`src/rtl/apb_pkg.sv`:
```
// Shared definitions for the round-robin APB master.
//   apb_state_e : APB master sequencing states (IDLE, SETUP, ACCESS)
//   APB_AW      : default APB address width (8-entry register file)
//   APB_DW      : default APB data width
package apb_pkg;

  typedef enum logic [1:0] {
    IDLE   = 2'd0,
    SETUP  = 2'd1,
    ACCESS = 2'd2
  } apb_state_e;

  localparam int APB_AW = 3;
  localparam int APB_DW = 8;

endpackage

```
`src/rtl/rr_arbiter.sv`:
```
// Combinational round-robin picker.
// Ports:
//   req    in  NREQ           request vector
//   ptr    in  $clog2(NREQ)   index searched first; the search wraps modulo NREQ
//   grant  out NREQ           one-hot grant, zero when req is zero
//   winner out $clog2(NREQ)   encoded index of the granted bit (0 when none)
module rr_arbiter #(
  parameter int NREQ = 2
) (
  input  logic [NREQ-1:0]         req,
  input  logic [$clog2(NREQ)-1:0] ptr,
  output logic [NREQ-1:0]         grant,
  output logic [$clog2(NREQ)-1:0] winner
);

  localparam int PW = $clog2(NREQ);

  logic          found;
  logic [PW-1:0] idx;

  // Walk the requesters starting at ptr; the first set bit wins.
  always_comb begin
    grant  = '0;
    winner = '0;
    found  = 1'b0;
    idx    = '0;
    for (int i = 0; i < NREQ; i++) begin
      idx = PW'((int'(ptr) + i) % NREQ);
      if (!found && req[idx]) begin
        found      = 1'b1;
        grant[idx] = 1'b1;
        winner     = idx;
      end
    end
  end

endmodule

```
`src/rtl/apb_rr_master.sv`:
```
// Round-robin arbitrating APB master: shares one APB slave among NREQ local
// requesters, sequences SETUP/ACCESS, and returns read data and error status
// with a one-cycle done pulse. A wait-state timeout forces an error
// completion if the slave never raises pready.
// Ports:
//   pclk, preset_n          clock, asynchronous active-low reset
//   req/req_write           per-requester request and direction (1=write)
//   req_addr/req_wdata      packed per-requester address / write data
//   done                    one-cycle, one-hot completion pulse
//   rsp_rdata/rsp_err       read data of last read / error of last transfer
//   psel..pwdata            APB master outputs (all registered)
//   pready/prdata/pslverr   APB slave response
//
// Requester handshake: a requester raises req[i] with its command fields
// stable and holds it until it sees done[i]. done[i] is the acknowledge; in
// the cycle done[i] is high the requester is masked from arbitration, so it
// may either drop req[i] or keep it high to issue its next command. Dropping
// req[i] before it is granted simply withdraws the request. Once granted the
// transfer runs to completion even if req[i] falls.
module apb_rr_master
  import apb_pkg::*;
#(
  parameter int NREQ    = 2,
  parameter int AW      = APB_AW,
  parameter int DW      = APB_DW,
  parameter int TIMEOUT = 15
) (
  input  logic             pclk,
  input  logic             preset_n,
  input  logic [NREQ-1:0]  req,
  input  logic [NREQ-1:0]  req_write,
  input  logic [NREQ*AW-1:0] req_addr,
  input  logic [NREQ*DW-1:0] req_wdata,
  output logic [NREQ-1:0]  done,
  output logic [DW-1:0]    rsp_rdata,
  output logic             rsp_err,
  output logic             psel,
  output logic             penable,
  output logic             pwrite,
  output logic [AW-1:0]    paddr,
  output logic [DW-1:0]    pwdata,
  input  logic             pready,
  input  logic [DW-1:0]    prdata,
  input  logic             pslverr
);

  localparam int PW = $clog2(NREQ);
  localparam int CW = $clog2(TIMEOUT + 1);

  apb_state_e    state;
  logic [PW-1:0] ptr;
  logic [PW-1:0] win_q;
  logic [CW-1:0] tcnt;
  logic [CW-1:0] tcnt_nxt;
  logic          timeout_hit;

  logic [NREQ-1:0] eligible;
  logic [NREQ-1:0] grant;
  logic [PW-1:0]   win_idx;

  // The requester currently being acknowledged must not win again in the
  // same cycle, otherwise a held req would be serviced twice for one command.
  assign eligible = req & ~done;

  assign tcnt_nxt    = tcnt + CW'(1);
  assign timeout_hit = (tcnt_nxt == CW'(TIMEOUT));

  rr_arbiter #(
    .NREQ (NREQ)
  ) u_arb (
    .req    (eligible),
    .ptr    (ptr),
    .grant  (grant),
    .winner (win_idx)
  );

  always_ff @(posedge pclk or negedge preset_n) begin
    if (!preset_n) begin
      state     <= IDLE;
      ptr       <= '0;
      win_q     <= '0;
      tcnt      <= '0;
      done      <= '0;
      rsp_rdata <= '0;
      rsp_err   <= 1'b0;
      psel      <= 1'b0;
      penable   <= 1'b0;
      pwrite    <= 1'b0;
      paddr     <= '0;
      pwdata    <= '0;
    end else begin
      done <= '0;
      case (state)
        IDLE: begin
          if (|grant) begin
            win_q   <= win_idx;
            pwrite  <= req_write[win_idx];
            paddr   <= req_addr[int'(win_idx)*AW +: AW];
            pwdata  <= req_wdata[int'(win_idx)*DW +: DW];
            psel    <= 1'b1;
            penable <= 1'b0;
            state   <= SETUP;
          end
        end

        SETUP: begin
          penable <= 1'b1;
          tcnt    <= '0;
          state   <= ACCESS;
        end

        ACCESS: begin
          // A slave response in the final allowed cycle still counts as a
          // normal completion; the timeout only fires on pready=0.
          if (pready || timeout_hit) begin
            psel        <= 1'b0;
            penable     <= 1'b0;
            done[win_q] <= 1'b1;
            ptr         <= (win_q == PW'(NREQ - 1)) ? '0 : win_q + PW'(1);
            state       <= IDLE;
            if (pready) begin
              rsp_err <= pslverr;
              if (!pwrite) rsp_rdata <= prdata;
            end else begin
              rsp_err <= 1'b1;
              if (!pwrite) rsp_rdata <= '0;
            end
          end
          if (!pready) tcnt <= tcnt_nxt;
        end

        default: begin
          psel    <= 1'b0;
          penable <= 1'b0;
          state   <= IDLE;
        end
      endcase
    end
  end

endmodule
```
`config.mk`:
```
export PLATFORM = sky130hd
export DESIGN_NAME = apb_rr_master
export DESIGN_NICKNAME = d
export VERILOG_FILES = /design/src/rtl/apb_pkg.sv /design/src/rtl/rr_arbiter.sv /design/src/rtl/apb_rr_master.sv
export SDC_FILE = /design/constraint.sdc
export NUM_CORES = 1
export LEC_CHECK = 0
export ABC_CLOCK_PERIOD_IN_PS = 2300
export CORE_UTILIZATION = 43
export CTS_CLUSTER_DIAMETER = 80
export DETAILED_ROUTE_END_ITERATION = 12
export GPL_ROUTABILITY_DRIVEN = 0
export PLACE_DENSITY = 0.89
export SLEW_MARGIN = 10
export SYNTH_ARGS = -nofsm -noshare
export SYNTH_HDL_FRONTEND = slang
export SYNTH_SLANG_ARGS = --single-unit
```
`constraint.sdc`:
```
create_clock -name pclk -period 2.3 [get_ports pclk]
set_clock_uncertainty 0.15 [all_clocks]
set_input_delay 0.23 -clock pclk [delete_from_list [all_inputs] [get_ports pclk]]
set_output_delay 0.23 -clock pclk [all_outputs]
set_load 0.02 [all_outputs]
```
* Yosys cells after proc, flatten, opt, wreduce, memory -nomap -nowiden *
Index checks and enable logic that the tools add are counted.

word-level totals
  bits of input ports = 38
  logic and storage cells = 85
  register bits = 33

operators by class
  reduce and logical (&&, ||, !) cells = 15
  equal/unequal tests = 6
  $add $sub $neg = 3
  magnitude comparators = 7
  mux-type cells = 34
  bitwise logic cells = 5
  shift operators = 2
  multipliers = 1

operator list
  kind                 number
  $mux 8               3
  $mux 1               17
  $shiftx 16x5->8      1
  $mux 2               6
  $lt 1x2->1 const B   4
  $pmux 4 s2           1
  $reduce_and 2->1     4
  $ne 2x2->1 const B   3
  $pmux 1 s3           2
  $pmux 2 s3           1
  $reduce_and 3->1     2
  $shiftx 6x4->3       1
  $add 4x1->4 const B  1
  $eq 4x4->1 const B   1
  $logic_and 1x1->1    4
  $mux 4               1
  $demux 1 s1          3
  $ge 1x1->1 const B   3
  $mul 1x2->3 const B  1
  $add 1x1->1 const B  2
  $and 2x2->2          1
  $eq 2x1->1 const B   1
  $eq 2x2->1 const B   1
  $logic_not 2->1      1
  other kinds (7)      8

* Depth between registers and ports, before layout *
Gate-level depths: netlist of the first run.

  word-level depth = 11
  depth in mapped cells = 6

* By module *
From an unflattened synthesis of the first run, not the netlist that was laid out.

second synthesis, totals
  cells, all modules = 160
  area, all modules = 1599.0 um2

modules (own cells, without submodules)
  module         cells an instance  instances  area each (um2)  seq. area each (um2)
  apb_rr_master  156                1          1569.0           800.8
  rr_arbiter     4                  1          30.0             0.0

* Worst setup path after synthesis of the first run *
No wires, ideal clock.

  path type = reg-to-reg
  start point = register tcnt[0]
  end point = register psel
  stages on the path, launching flop included = 6
  data arrival time = 1354 ps
  path slack = 670 ps
  cells stage by stage = dfrtp_1 > ha_1 > inv_1 > o211ai_4 > and3_1 > o32a_1

between the ends
  cells in the longest elaborated chain, start to end = 5

RTL lines
  what                        line                  RTL
  from (decl)                 apb_rr_master.sv:53   logic [CW-1:0] tcnt;
  from (signal assigned)      apb_rr_master.sv:129  if (!pready) tcnt <= tcnt_nxt;
  $add 4x1->4                 apb_rr_master.sv:65   assign tcnt_nxt = tcnt + CW'(1);
  $eq 4x4->1                  apb_rr_master.sv:66   assign timeout_hit = (tcnt_nxt == CW'(TIMEOUT));
  $logic_or 1x1->1            apb_rr_master.sv:115  if (pready || timeout_hit) begin
  $ne 2x2->1 (no line)        n/a
  $reduce_and 3->1 (no line)  n/a
  to (signal assigned)        apb_rr_master.sv:86   psel <= 1'b0;
  to (signal assigned)        apb_rr_master.sv:116  psel <= 1'b0;
  to (signal assigned)        apb_rr_master.sv:133  psel <= 1'b0;
  to (decl)                   apb_rr_master.sv:37   output logic psel,

No other way between the ends.
A chain may end at the register's enable or synchronous reset.

* Final worst setup path of the first run *
  start point = register penable
  end point = output penable

RTL lines
  what                    line                  RTL
  from (decl)             apb_rr_master.sv:38   output logic penable,
  from (signal assigned)  apb_rr_master.sv:87   penable <= 1'b0;
  from (signal assigned)  apb_rr_master.sv:101  penable <= 1'b0;
  from (signal assigned)  apb_rr_master.sv:107  penable <= 1'b1;

No word-level cell between the ends.

==> results of run 1 <==
sequential cells by signal, summed over array words and instances, names as in the netlist:
| name | flops |
|---|---|
| done | 2 |
| paddr | 3 |
| penable | 1 |
| psel | 1 |
| ptr | 1 |
| pwdata | 8 |
| pwrite | 1 |
| rsp_err | 1 |
| rsp_rdata | 8 |
| state | 1 |
| tcnt | 4 |
| win_q | 1 |
through the flow:
step,util (%),instances
after CTS,67.25,267
after detailed placement,65.35,260
after floorplan,-,155
after global placement,65.35,260
final,67.25,267
after global routing,67.25,267
Yosys cell counts (2+ instances only):
cell	instances
o21ai_1	5
dfrtp_1	32
nor2b_1	3
nor3_1	3
o211ai_1	3
nor2_1	8
nand2_1	29
buf_6	2
mux2i_1	12
inv_1	6
clkbuf_1	2
o21ai_0	19
ha_1	2
nand3b_1	3
a21oi_1	4
power groups by stage:
stage	sequential [mW]	combinational, mW	clock (mW)
2_1_floorplan	1.20	0.505	0
3_3_place_gp	0.993	1.23	0
3_5_place_dp	1.01	1.27	0
4_1_cts	1.00	1.27	0.362
5_1_grt	1.04	1.35	0.399
6_report	0.999	1.25	0.362
layer usage:
metal	vias to the layer above	global-route usage [%]
li1	677	-
met1	635	25.74
met2	42	31.39
met3	5	5.109
met4	0	8.140
met5	-	0
cell families (layout without fill, tap and decap cells):
kind of cell               Yosys count  after routing
adders and majority gates            2              2
DFF                                 32             32
AOI/OAI and AO/OA                   42             42
buffers and inverters               12             78
and+or+nand+nor                     54             54
muxes                               13             13
final timing paths:
path                       startpoint      endpoint  slack (ns)
max in group asynchronous    preset_n     pwdata[0]        1.56
setup reg to reg              tcnt[0]  rsp_rdata[3]        0.45
min in group pclk           prdata[0]  rsp_rdata[0]        0.28
hold reg to reg             pwdata[5]     pwdata[5]        0.34
setup / recovery              penable       penable        0.41
hold / removal               preset_n     pwdata[5]        0.14
final cells by class:
cell class / instances / area share (%)
flip-flops and latches: 32 / 34.86
multi-input cells: 111 / 30.83
well taps: 46 / 2.505
clock buffers: 7 / 2.832
repair buffers: 65 / 28.00
inverters: 6 / 0.9804
==> impl_metrics.xml, run 1 <==
<?xml version="1.0" encoding="UTF-8"?>
<metrics>
  <group name="floorplan">
    <metric name="core_region_area" unit="sq um">3416</metric>
    <metric name="num_io_pins" unit="">63</metric>
    <metric name="core.rowCount" unit="">21</metric>
    <metric name="die_width" unit="microns">62.50</metric>
    <metric name="die-area" unit="sq um">3906</metric>
    <metric name="initial_utilization" unit="%">46.08</metric>
    <metric name="die_h" unit="microns">62.50</metric>
  </group>
  <group name="place">
    <metric name="detailed_place.area" unit="sq um">2232</metric>
    <metric name="place_worst_setup_slack" unit="ns">0.3356</metric>
    <metric name="dpl.hpwl" unit="microns">2678</metric>
    <metric name="placement.io_buffers" unit="">62</metric>
  </group>
  <group name="power_and_ir_drop">
    <metric name="overall_power_consumption" unit="mW">2.617</metric>
    <metric name="power.share.sequential" unit="%">38.2</metric>
    <metric name="power_switching" unit="mW">1.040</metric>
    <metric name="combinationalPowerShare" unit="%">48.0</metric>
    <metric name="powerDensity" unit="nW/um^2">1139</metric>
    <metric name="vdd.ir_drop.worst" unit="mV">0.6973</metric>
    <metric name="power.share.switching" unit="%">39.74</metric>
    <metric name="internal_power" unit="mW">1.577</metric>
    <metric name="power.static_leakage" unit="nW">0.9917</metric>
    <metric name="clockPowerShare" unit="%">13.8</metric>
  </group>
  <group name="finish">
    <metric name="area_delta_synth_final" unit="%">45.95</metric>
    <metric name="final_nets" unit="">261</metric>
    <metric name="regArea" unit="sq um">800.8</metric>
    <metric name="most_used_cells_in_the_layout_excluding_fill_and_tap_cells" unit="">clkdlybuf4s50_1 (62), dfrtp_1 (32), nand2_1 (29)</metric>
    <metric name="postLayoutCellArea" unit="sq um">2297</metric>
    <metric name="filler_cell_count" unit="">274</metric>
    <metric name="antennaDiodeCount" unit="">0</metric>
    <metric name="drive_gt1_share" unit="%">8.145</metric>
    <metric name="final_common_cell" unit="">clkdlybuf4s50_1</metric>
    <metric name="multi_input_area" unit="sq um">708.2</metric>
  </group>
  <group name="yosys">
    <metric name="syn_nets" unit="">195</metric>
    <metric name="synth_top_cells_by_area" unit="">dfrtp_1 (51%), mux2i_1 (7.6%), nand2_1 (6.9%)</metric>
    <metric name="synth_top_area_cell" unit="">dfrtp_1</metric>
    <metric name="synthesized_instance_count" unit="">155</metric>
    <metric name="syn-cell-area" unit="sq um">1574</metric>
    <metric name="yosys.area_share.adder" unit="%">1.590</metric>
    <metric name="yosysWarnings" unit="">0</metric>
    <metric name="synth_xor_area_share" unit="%">0</metric>
    <metric name="main_combinational_cell_family_by_area_after_synthesis" unit="">compound AO/OA/AOI/OAI gates</metric>
    <metric name="synthesis.area_per_instance" unit="sq um">10.15</metric>
    <metric name="synth_seq_area_share" unit="%">50.87</metric>
    <metric name="yosys-mux-area-fraction" unit="%">8.347</metric>
    <metric name="synth-edff-count" unit="">0</metric>
    <metric name="yosys.area.top_type_share" unit="%">50.87</metric>
    <metric name="synth_compound_gate_area_share" unit="%">18.84</metric>
    <metric name="post_synth_num_cell_types" unit="">37</metric>
    <metric name="yosys_most_used_dff" unit="">dfrtp_1</metric>
    <metric name="yosys.area_share.simple" unit="%">16.22</metric>
    <metric name="async_reset_ff_share" unit="%">100.0</metric>
    <metric name="synth-seq-cells" unit="">32</metric>
  </group>
  <group name="detailed_routing">
    <metric name="post_detailed_route_via_to_cell_ratio" unit="">5.090</metric>
    <metric name="wl_met1" unit="microns">1669</metric>
    <metric name="routedWlPerCell" unit="microns">13.54</metric>
    <metric name="wl_met3" unit="microns">188</metric>
    <metric name="drt_drc_violations_left" unit="">0</metric>
    <metric name="met2WireLength" unit="microns">1723</metric>
    <metric name="detail_route.wirelength" unit="microns">3615</metric>
    <metric name="detail-route-antenna-nets" unit="">0</metric>
    <metric name="topRoutingLayerUsed" unit="">met4</metric>
    <metric name="via_count" unit="">1359</metric>
    <metric name="drt_first_iter_violations" unit="">37</metric>
    <metric name="drt_pass1_iterations" unit="">4</metric>
  </group>
  <group name="clocking">
    <metric name="worst_skew_pair.late_latency" unit="ns">0.32</metric>
    <metric name="hold_buffers" unit="">0</metric>
    <metric name="postCtsSetupRepairBufs" unit="">0</metric>
    <metric name="cts-buffers-inserted" unit="">5</metric>
    <metric name="clockRootBuffer" unit="">clkbuf_4</metric>
    <metric name="cts_num_sinks" unit="">32</metric>
    <metric name="cts_resized" unit="">0</metric>
    <metric name="clock_tree_from_tritoncts" unit="">built</metric>
    <metric name="path_clk_slew" unit="ns">0.10</metric>
    <metric name="ctsHtreeMaxLevel" unit="">2</metric>
    <metric name="clock_path_buffers" unit="">2</metric>
  </group>
  <group name="sta">
    <metric name="final_min_period_over_clock_period" unit="%">82.07</metric>
    <metric name="final_critical_path_setup_slack" unit="ns">0.4123</metric>
    <metric name="setup_viol" unit="">0</metric>
    <metric name="drv_slew" unit="">0</metric>
    <metric name="timing_worst_slew_pin_value" unit="ns">0.5062</metric>
    <metric name="timing.max_slew.rel_slack" unit="%">66.13</metric>
    <metric name="fin_hold_viols" unit="">0</metric>
    <metric name="timing.hold.ws" unit="ns">0.1425</metric>
    <metric name="rsz0062_at_grt" unit="">false</metric>
    <metric name="period_minus_slack" unit="ns">1.888</metric>
    <metric name="final.setup.tns" unit="ns">0</metric>
    <metric name="max_freq" unit="MHz">529.8</metric>
  </group>
  <group name="worst_setup_path">
    <metric name="cpPeakStageDelay" unit="ns">0.67</metric>
    <metric name="critical_path_buf_inv_count" unit="">1</metric>
    <metric name="critPathMaxFanout" unit="">10</metric>
    <metric name="critical_path_class" unit="">reg2out</metric>
    <metric name="timing.critical_path.cells" unit="">clkdlybuf4s50_1</metric>
    <metric name="worstSetupEndpointType" unit="">primary output</metric>
    <metric name="cp_slowest_cell" unit="">clkdlybuf4s50_1</metric>
    <metric name="r2r.worst_path.cells" unit="">5</metric>
    <metric name="timing.critical_path.from_type" unit="">flop</metric>
    <metric name="worstPathArrival" unit="ns">1.51</metric>
    <metric name="cp_num_cells" unit="">1</metric>
    <metric name="cp_data_required_time" unit="ns">1.92</metric>
    <metric name="family_with_the_most_delay_on_the_worst_path" unit="">buffers and inverters</metric>
  </group>
  <group name="min_path">
    <metric name="hold_path_class" unit="">in2async</metric>
  </group>
  <group name="global_route">
    <metric name="global_route.usage.total" unit="%">19.83</metric>
    <metric name="number_of_antenna_violations_at_the_first_check_in_global_routing" unit="">0</metric>
    <metric name="first_global_vias" unit="">1274</metric>
    <metric name="largest_net_degree_at_the_start_of_global_routing" unit="">33</metric>
    <metric name="global_route_wire_length_before_repair" unit="microns">6037</metric>
    <metric name="gr-total-overflow" unit="">0</metric>
  </group>
  <group name="status">
    <metric name="status" unit="">complete, no violations</metric>
  </group>
  <group name="flow_run">
    <metric name="maxCapViolations" unit="">0</metric>
  </group>
</metrics>
Note: power is estimated with default switching activity, not from simulation.
==> run 2, diff against run 1 <==
--- a/config.mk
+++ b/config.mk
@@ -5,12 +5,12 @@
 export SDC_FILE = /design/constraint.sdc
 export NUM_CORES = 1
 export LEC_CHECK = 0
-export ABC_CLOCK_PERIOD_IN_PS = 2300
-export CORE_UTILIZATION = 43
+export ABC_CLOCK_PERIOD_IN_PS = 1650
+export CORE_UTILIZATION = 39
 export CTS_CLUSTER_DIAMETER = 80
 export DETAILED_ROUTE_END_ITERATION = 12
 export GPL_ROUTABILITY_DRIVEN = 0
-export PLACE_DENSITY = 0.89
+export PLACE_DENSITY = 0.85
 export SLEW_MARGIN = 10
 export SYNTH_ARGS = -nofsm -noshare
 export SYNTH_HDL_FRONTEND = slang
==> constraint.sdc (replaced) <==
create_clock -name pclk -period 1.65 [get_ports pclk]
set_clock_uncertainty 0.15 [all_clocks]
set_input_delay 0.165 -clock pclk [delete_from_list [all_inputs] [get_ports pclk]]
set_output_delay 0.165 -clock pclk [all_outputs]
set_load 0.02 [all_outputs]
==> run 2 against run 1 <==
Against the previous run: the flow now finishes with violations (setup timing); power is 56% higher; clock-buffer cell count up 1; critical path depth increased by 4; flip-flop and latch count unchanged; cell count increased by 6.4%; combinational power is 67% higher; clock power up 71%; largest cell class unchanged.
==> impl_metrics.xml, run 2 (synthesis results as in run 1) <==
<?xml version="1.0" encoding="UTF-8"?>
<metrics>
  <group name="global_route">
    <metric name="first_global_vias" unit="">1363</metric>
    <metric name="global_route.usage.total" unit="%">18.44</metric>
    <metric name="number_of_antenna_violations_at_the_first_check_in_global_routing" unit="">0</metric>
    <metric name="global_route_wire_length_before_repair" unit="microns">5927</metric>
    <metric name="largest_net_degree_at_the_start_of_global_routing" unit="">33</metric>
    <metric name="gr-total-overflow" unit="">0</metric>
  </group>
  <group name="status">
    <metric name="status" unit="">complete, but fails checks</metric>
    <metric name="violations" unit="">setup timing</metric>
  </group>
  <group name="clocking">
    <metric name="clock_path_buffers" unit="">2</metric>
    <metric name="cts-buffers-inserted" unit="">5</metric>
    <metric name="path_clk_slew" unit="ns">0.07</metric>
    <metric name="clockRootBuffer" unit="">clkbuf_8</metric>
    <metric name="ctsHtreeMaxLevel" unit="">2</metric>
    <metric name="cts_num_sinks" unit="">32</metric>
    <metric name="worst_skew_pair.late_latency" unit="ns">0.28</metric>
    <metric name="clock_tree_from_tritoncts" unit="">built</metric>
  </group>
  <group name="finish">
    <metric name="postLayoutCellArea" unit="sq um">2542</metric>
    <metric name="most_used_cells_in_the_layout_excluding_fill_and_tap_cells" unit="">clkdlybuf4s50_1 (60), dfrtp_1 (30), nand2_1 (29)</metric>
    <metric name="antennaDiodeCount" unit="">0</metric>
    <metric name="final_nets" unit="">275</metric>
    <metric name="filler_cell_count" unit="">300</metric>
    <metric name="post-route-util" unit="%">67.42</metric>
    <metric name="largest_registers" unit="">pwdata x8, rsp_rdata x8, tcnt x4</metric>
    <metric name="area_delta_synth_final" unit="%">61.53</metric>
    <metric name="final_common_cell" unit="">clkdlybuf4s50_1</metric>
    <metric name="drive_gt1_share" unit="%">19.92</metric>
  </group>
  <group name="floorplan">
    <metric name="core_region_area" unit="sq um">3771</metric>
    <metric name="die_width" unit="microns">65.53</metric>
    <metric name="die_h" unit="microns">65.53</metric>
    <metric name="die-area" unit="sq um">4294</metric>
    <metric name="initial_utilization" unit="%">41.74</metric>
    <metric name="num_io_pins" unit="">63</metric>
    <metric name="core.rowCount" unit="">22</metric>
  </group>
  <group name="place">
    <metric name="placement.io_buffers" unit="">62</metric>
    <metric name="dpl.hpwl" unit="microns">2756</metric>
    <metric name="detailed_place.area" unit="sq um">2322</metric>
  </group>
  <group name="detailed_routing">
    <metric name="drt_pass1_iterations" unit="">4</metric>
    <metric name="detail-route-antenna-nets" unit="">0</metric>
    <metric name="via_count" unit="">1452</metric>
    <metric name="drt_drc_violations_left" unit="">0</metric>
    <metric name="post_detailed_route_via_to_cell_ratio" unit="">5.113</metric>
    <metric name="detail_route.wirelength" unit="microns">3949</metric>
    <metric name="drt_first_iter_violations" unit="">94</metric>
    <metric name="routedWlPerCell" unit="microns">13.90</metric>
  </group>
  <group name="worst_setup_path">
    <metric name="rrSetupSlack" unit="ns">-0.03</metric>
    <metric name="cp_num_cells" unit="">5</metric>
    <metric name="critPathMaxFanout" unit="">5</metric>
    <metric name="timing.critical_path.from_type" unit="">flop</metric>
    <metric name="critical_path_class" unit="">reg2reg</metric>
    <metric name="worstPathArrival" unit="ns">1.69</metric>
    <metric name="worstSetupEndpointType" unit="">flop</metric>
    <metric name="family_with_the_most_delay_on_the_worst_path" unit="">compound AO/OA/AOI/OAI gates</metric>
    <metric name="cp_data_required_time" unit="ns">1.66</metric>
    <metric name="cpPeakStageDelay" unit="ns">0.47</metric>
    <metric name="timing.critical_path.cells" unit="">buf_12, a21boi_4, o211ai_4, and3_1, o32a_1</metric>
    <metric name="regToRegStartpoint" unit="">tcnt[1]</metric>
    <metric name="r2r_end" unit="">psel</metric>
    <metric name="r2r.worst_path.cells" unit="">5</metric>
    <metric name="cp_slowest_cell" unit="">dfrtp_2</metric>
    <metric name="critical_path_buf_inv_count" unit="">1</metric>
  </group>
  <group name="sta">
    <metric name="rsz0062_at_grt" unit="">true</metric>
    <metric name="final_min_period_over_clock_period" unit="%">101.6</metric>
    <metric name="fin_hold_viols" unit="">0</metric>
    <metric name="drv_slew" unit="">0</metric>
    <metric name="final_critical_path_setup_slack" unit="ns">-0.02582</metric>
    <metric name="setup_viol" unit="">2</metric>
    <metric name="final.setup.tns" unit="ns">-0.03766</metric>
    <metric name="timing.hold.ws" unit="ns">0.1366</metric>
    <metric name="timing_worst_slew_pin_value" unit="ns">0.4081</metric>
    <metric name="timing.max_slew.rel_slack" unit="%">72.80</metric>
    <metric name="period_minus_slack" unit="ns">1.676</metric>
    <metric name="max_freq" unit="MHz">596.7</metric>
  </group>
  <group name="flow_run">
    <metric name="maxCapViolations" unit="">0</metric>
  </group>
  <group name="min_path">
    <metric name="hold_path_class" unit="">in2async</metric>
  </group>
  <group name="power_and_ir_drop">
    <metric name="vdd.ir_drop.worst" unit="mV">0.6120</metric>
    <metric name="powerDensity" unit="nW/um^2">1607</metric>
    <metric name="power.static_leakage" unit="nW">1.097</metric>
    <metric name="overall_power_consumption" unit="mW">4.085</metric>
  </group>
</metrics>
==> run 2: how the worst max path moves through the flow <==
stage	end	start
floorplan	psel	tcnt[0]
global placement	rsp_rdata[3]	pready
detailed placement	rsp_rdata[1]	pready
CTS	ptr	tcnt[0]
global route	ptr	tcnt[0]
finish	psel	tcnt[1]
==> run 2: layout make-up <==
cell class / count / area [sq um] / area share [%]
Sequential cell: 32 / 803.3 / 31.59
Timing Repair Buffer: 79 / 787.0 / 30.95
Multi-Input combinational cell: 111 / 779.5 / 30.66
Clock buffer: 8 / 90.09 / 3.543
Tap cell: 48 / 60.06 / 2.362
Inverter: 6 / 22.52 / 0.8858
==> run 2: per-layer routing <==
| metal | up-vias | part of all wire [%] | global-route usage [%] |
|---|---|---|---|
| met5 | - | 0 | 0 |
| li1 | 703 | - | - |
| met2 | 61 | 48 | 30.15 |
| met4 | 0 | 2.4 | 10.05 |
| met3 | 12 | 5.8 | 3.993 |
| met1 | 676 | 43 | 22.48 |
==> run 2: worst reg2reg max path, cell delays in order, from the launching register on <==
cell	delay, ns
dfrtp_2	0.47
buf_12	0.15
a21boi_4	0.16
o211ai_4	0.12
and3_1	0.17
o32a_1	0.33
==> run 2: metrics by stage <==
step           setup WS [ns]  std cells
2_1_floorplan        0.01982        155
3_3_place_gp         -0.1231        272
3_5_place_dp         -0.1619        272
4_1_cts             -0.02749        282
5_1_grt             -0.09099        284
6_report            -0.02582        284
==> run 2: power breakdown <==
part	internal [mW]	total, mW	switching [mW]
registers	1.12	1.38	0.253
logic	1.04	2.09	1.05
clock network	0.340	0.618	0.278
total	2.51	4.09	1.58
==> run 2: repair_timing <==
action,CTS,global route
cloned,0,0
setup buffers,2,4
pin swaps,3,12
hold buffers,0,0
setup endpoints to repair,13,12
gates resized for setup,16,12
==> run 3, diff against run 2 <==
==> constraint.sdc (replaced) <==
create_clock -name pclk -period 1.65 [get_ports pclk]
set_clock_uncertainty 0.15 [all_clocks]
set_input_delay 0.33 -clock pclk [delete_from_list [all_inputs] [get_ports pclk]]
set_output_delay 0.33 -clock pclk [all_outputs]
set_load 0.02 [all_outputs]
==> run 3 against run 2 <==
Against the previous run: the run still ends with setup timing left; critical path depth grew 2; via count up 3.2%; global-route usage grew 2.3 points; worst hold slack gained 0.13 ns; sequential power fell by 3%; flip-flop and latch count is the same; critical endpoint is now rsp_rdata[1].
==> impl_metrics.xml, run 3 (synthesis results as in run 1) <==
<?xml version="1.0" encoding="UTF-8"?>
<metrics>
  <group name="status">
    <metric name="status" unit="">complete, but fails checks</metric>
    <metric name="violations" unit="">setup timing</metric>
  </group>
  <group name="sta">
    <metric name="drv_slew" unit="">0</metric>
    <metric name="fin_hold_viols" unit="">0</metric>
    <metric name="timing.max_slew.rel_slack" unit="%">81.27</metric>
    <metric name="max_freq" unit="MHz">594.8</metric>
    <metric name="rsz0062_at_grt" unit="">true</metric>
    <metric name="final_critical_path_setup_slack" unit="ns">-0.03119</metric>
    <metric name="setup_viol" unit="">8</metric>
    <metric name="final_min_period_over_clock_period" unit="%">101.9</metric>
    <metric name="period_minus_slack" unit="ns">1.681</metric>
    <metric name="timing_worst_slew_pin_value" unit="ns">0.2788</metric>
  </group>
  <group name="worst_setup_path">
    <metric name="worstSetupEndpointType" unit="">flop</metric>
    <metric name="timing.critical_path.from_type" unit="">flop</metric>
    <metric name="timing.critical_path.cells" unit="">buf_4, ha_4, nand3b_1, buf_4, a211oi_4, buf_6, o21ai_1</metric>
    <metric name="critical_path.most_common_cell" unit="">buf_4</metric>
    <metric name="family_with_the_most_delay_on_the_worst_path" unit="">buffers and inverters</metric>
    <metric name="rrSetupSlack" unit="ns">-0.03</metric>
    <metric name="critical_path_buf_inv_count" unit="">3</metric>
    <metric name="cp_data_required_time" unit="ns">1.67</metric>
    <metric name="cp_num_cells" unit="">7</metric>
    <metric name="critPathMaxFanout" unit="">8</metric>
    <metric name="timing.critical_path.from" unit="">tcnt[1]</metric>
    <metric name="critical_path.endpoint" unit="">rsp_rdata[1]</metric>
    <metric name="cpPeakStageDelay" unit="ns">0.43</metric>
    <metric name="r2r_end" unit="">rsp_rdata[1]</metric>
    <metric name="regToRegStartpoint" unit="">tcnt[1]</metric>
    <metric name="cp_slowest_cell" unit="">dfrtp_2</metric>
    <metric name="critical_path_class" unit="">reg2reg</metric>
    <metric name="worstPathArrival" unit="ns">1.70</metric>
    <metric name="r2r.worst_path.cells" unit="">7</metric>
  </group>
  <group name="detailed_routing">
    <metric name="met2WireLength" unit="microns">2339</metric>
    <metric name="drt_pass1_iterations" unit="">4</metric>
    <metric name="post_detailed_route_via_to_cell_ratio" unit="">5.205</metric>
    <metric name="wl_met3" unit="microns">223</metric>
    <metric name="wl_met1" unit="microns">1820</metric>
    <metric name="drt_first_iter_violations" unit="">83</metric>
    <metric name="drt_drc_violations_left" unit="">0</metric>
    <metric name="routedWlPerCell" unit="microns">15.35</metric>
    <metric name="topRoutingLayerUsed" unit="">met4</metric>
    <metric name="detail_route.wirelength" unit="microns">4422</metric>
    <metric name="via_count" unit="">1499</metric>
    <metric name="detail-route-antenna-nets" unit="">0</metric>
  </group>
  <group name="finish">
    <metric name="regArea" unit="sq um">803.3</metric>
    <metric name="area_delta_synth_final" unit="%">64.63</metric>
    <metric name="final_nets" unit="">280</metric>
    <metric name="post-route-util" unit="%">68.71</metric>
    <metric name="most_used_cells_in_the_layout_excluding_fill_and_tap_cells" unit="">clkdlybuf4s50_1 (35), dfrtp_1 (30), nand2_1 (29)</metric>
    <metric name="filler_cell_count" unit="">292</metric>
    <metric name="antennaDiodeCount" unit="">0</metric>
    <metric name="largest_registers" unit="">pwdata x8, rsp_rdata x8, tcnt x4</metric>
    <metric name="multi_input_area" unit="sq um">792.0</metric>
    <metric name="final_common_cell" unit="">clkdlybuf4s50_1</metric>
    <metric name="postLayoutCellArea" unit="sq um">2591</metric>
    <metric name="drive_gt1_share" unit="%">22.08</metric>
    <metric name="post_layout_nonfiller_instances" unit="">288</metric>
  </group>
  <group name="clocking">
    <metric name="clockRootBuffer" unit="">clkbuf_8</metric>
    <metric name="cts_num_sinks" unit="">32</metric>
    <metric name="clock_tree_from_tritoncts" unit="">built</metric>
    <metric name="worst_skew_pair.late_latency" unit="ns">0.28</metric>
    <metric name="path_clk_slew" unit="ns">0.07</metric>
    <metric name="clock_path_buffers" unit="">2</metric>
    <metric name="ctsHtreeMaxLevel" unit="">2</metric>
    <metric name="cts-buffers-inserted" unit="">5</metric>
  </group>
  <group name="floorplan">
    <metric name="core_region_area" unit="sq um">3771</metric>
    <metric name="die_h" unit="microns">65.53</metric>
    <metric name="die_width" unit="microns">65.53</metric>
    <metric name="initial_utilization" unit="%">41.74</metric>
    <metric name="die-area" unit="sq um">4294</metric>
    <metric name="core.rowCount" unit="">22</metric>
    <metric name="num_io_pins" unit="">63</metric>
  </group>
  <group name="power_and_ir_drop">
    <metric name="powerDensity" unit="nW/um^2">1570</metric>
    <metric name="power.static_leakage" unit="nW">1.213</metric>
    <metric name="overall_power_consumption" unit="mW">4.067</metric>
    <metric name="vdd.ir_drop.worst" unit="mV">0.8263</metric>
  </group>
  <group name="global_route">
    <metric name="number_of_antenna_violations_at_the_first_check_in_global_routing" unit="">0</metric>
    <metric name="global_route.usage.total" unit="%">20.70</metric>
    <metric name="global_route_wire_length_before_repair" unit="microns">6672</metric>
    <metric name="first_global_vias" unit="">1482</metric>
    <metric name="largest_net_degree_at_the_start_of_global_routing" unit="">33</metric>
    <metric name="gr-total-overflow" unit="">0</metric>
  </group>
  <group name="place">
    <metric name="placed_cells" unit="">277</metric>
    <metric name="place_worst_setup_slack" unit="ns">-0.3070</metric>
    <metric name="dpl.hpwl" unit="microns">2894</metric>
    <metric name="placement.io_buffers" unit="">62</metric>
    <metric name="detailed_place.area" unit="sq um">2372</metric>
  </group>
  <group name="flow_run">
    <metric name="maxCapViolations" unit="">0</metric>
  </group>
  <group name="min_path">
    <metric name="hold_path_class" unit="">in2async</metric>
  </group>
</metrics>
==> run 3: changes by cell type in the layout (fill, tap and decap cells not counted), sizes merged <==
cell / delta
buf: +4
clkdlybuf4s50: -25
dlymetal6s2s: +2
dlygate4sd2: +23
==> run 3: where the power goes <==
group / leakage, nW / switching, mW / internal (mW) / total, mW
Combinational: 0.767 / 1.14 / 0.938 / 2.07
Clock: 0.0503 / 0.283 / 0.371 / 0.654
Sequential: 0.396 / 0.217 / 1.12 / 1.34
==> run 3: repair_timing <==
action / 4_1_cts / 5_1_grt
pin swaps: 7 / 13
hold endpoints to repair: 0 / 0
setup endpoints to repair: 43 / 21
buffers inserted: 1 / 2
gates cloned: 0 / 1
hold buffers: 0 / 0
resized for setup: 33 / 27
==> run 3: worst min-delay path by stage <==
stage               slack (ns)           end  startpoint
floorplan                -0.12       done[0]    preset_n
global placement          0.30       done[0]       win_q
detailed placement        0.30       done[0]       win_q
CTS                       0.28       tcnt[1]    preset_n
global route              0.27  rsp_rdata[4]    preset_n
finish                    0.27  rsp_rdata[0]    preset_n
==> run 3: per-stage QoR <==
| stage | hold slack (ns) | setup TNS [ns] |
|---|---|---|
| after floorplan | -0.1156 | 0 |
| after global placement | 0.2985 | -5.625 |
| after detailed placement | 0.2957 | -6.694 |
| after CTS | 0.2758 | -0.5042 |
| after global routing | 0.2709 | -0.5176 |
| final | 0.2668 | -0.1153 |
==> run 3: metal layers <==
metal  vias up  GRT usage, %
met5         -             0
met4         0         6.250
met3         5         6.424
met2        50         35.70
met1       731         24.45
li1        713             -
==> run 3: area by class of cell <==
type                            count  area share (%)
Tap cell                           48           2.318
Multi-Input combinational cell    111           30.56
Sequential cell                    32           31.00
Inverter                            6          0.8691
Timing Repair Buffer               84           31.53
Clock buffer                        7           3.718
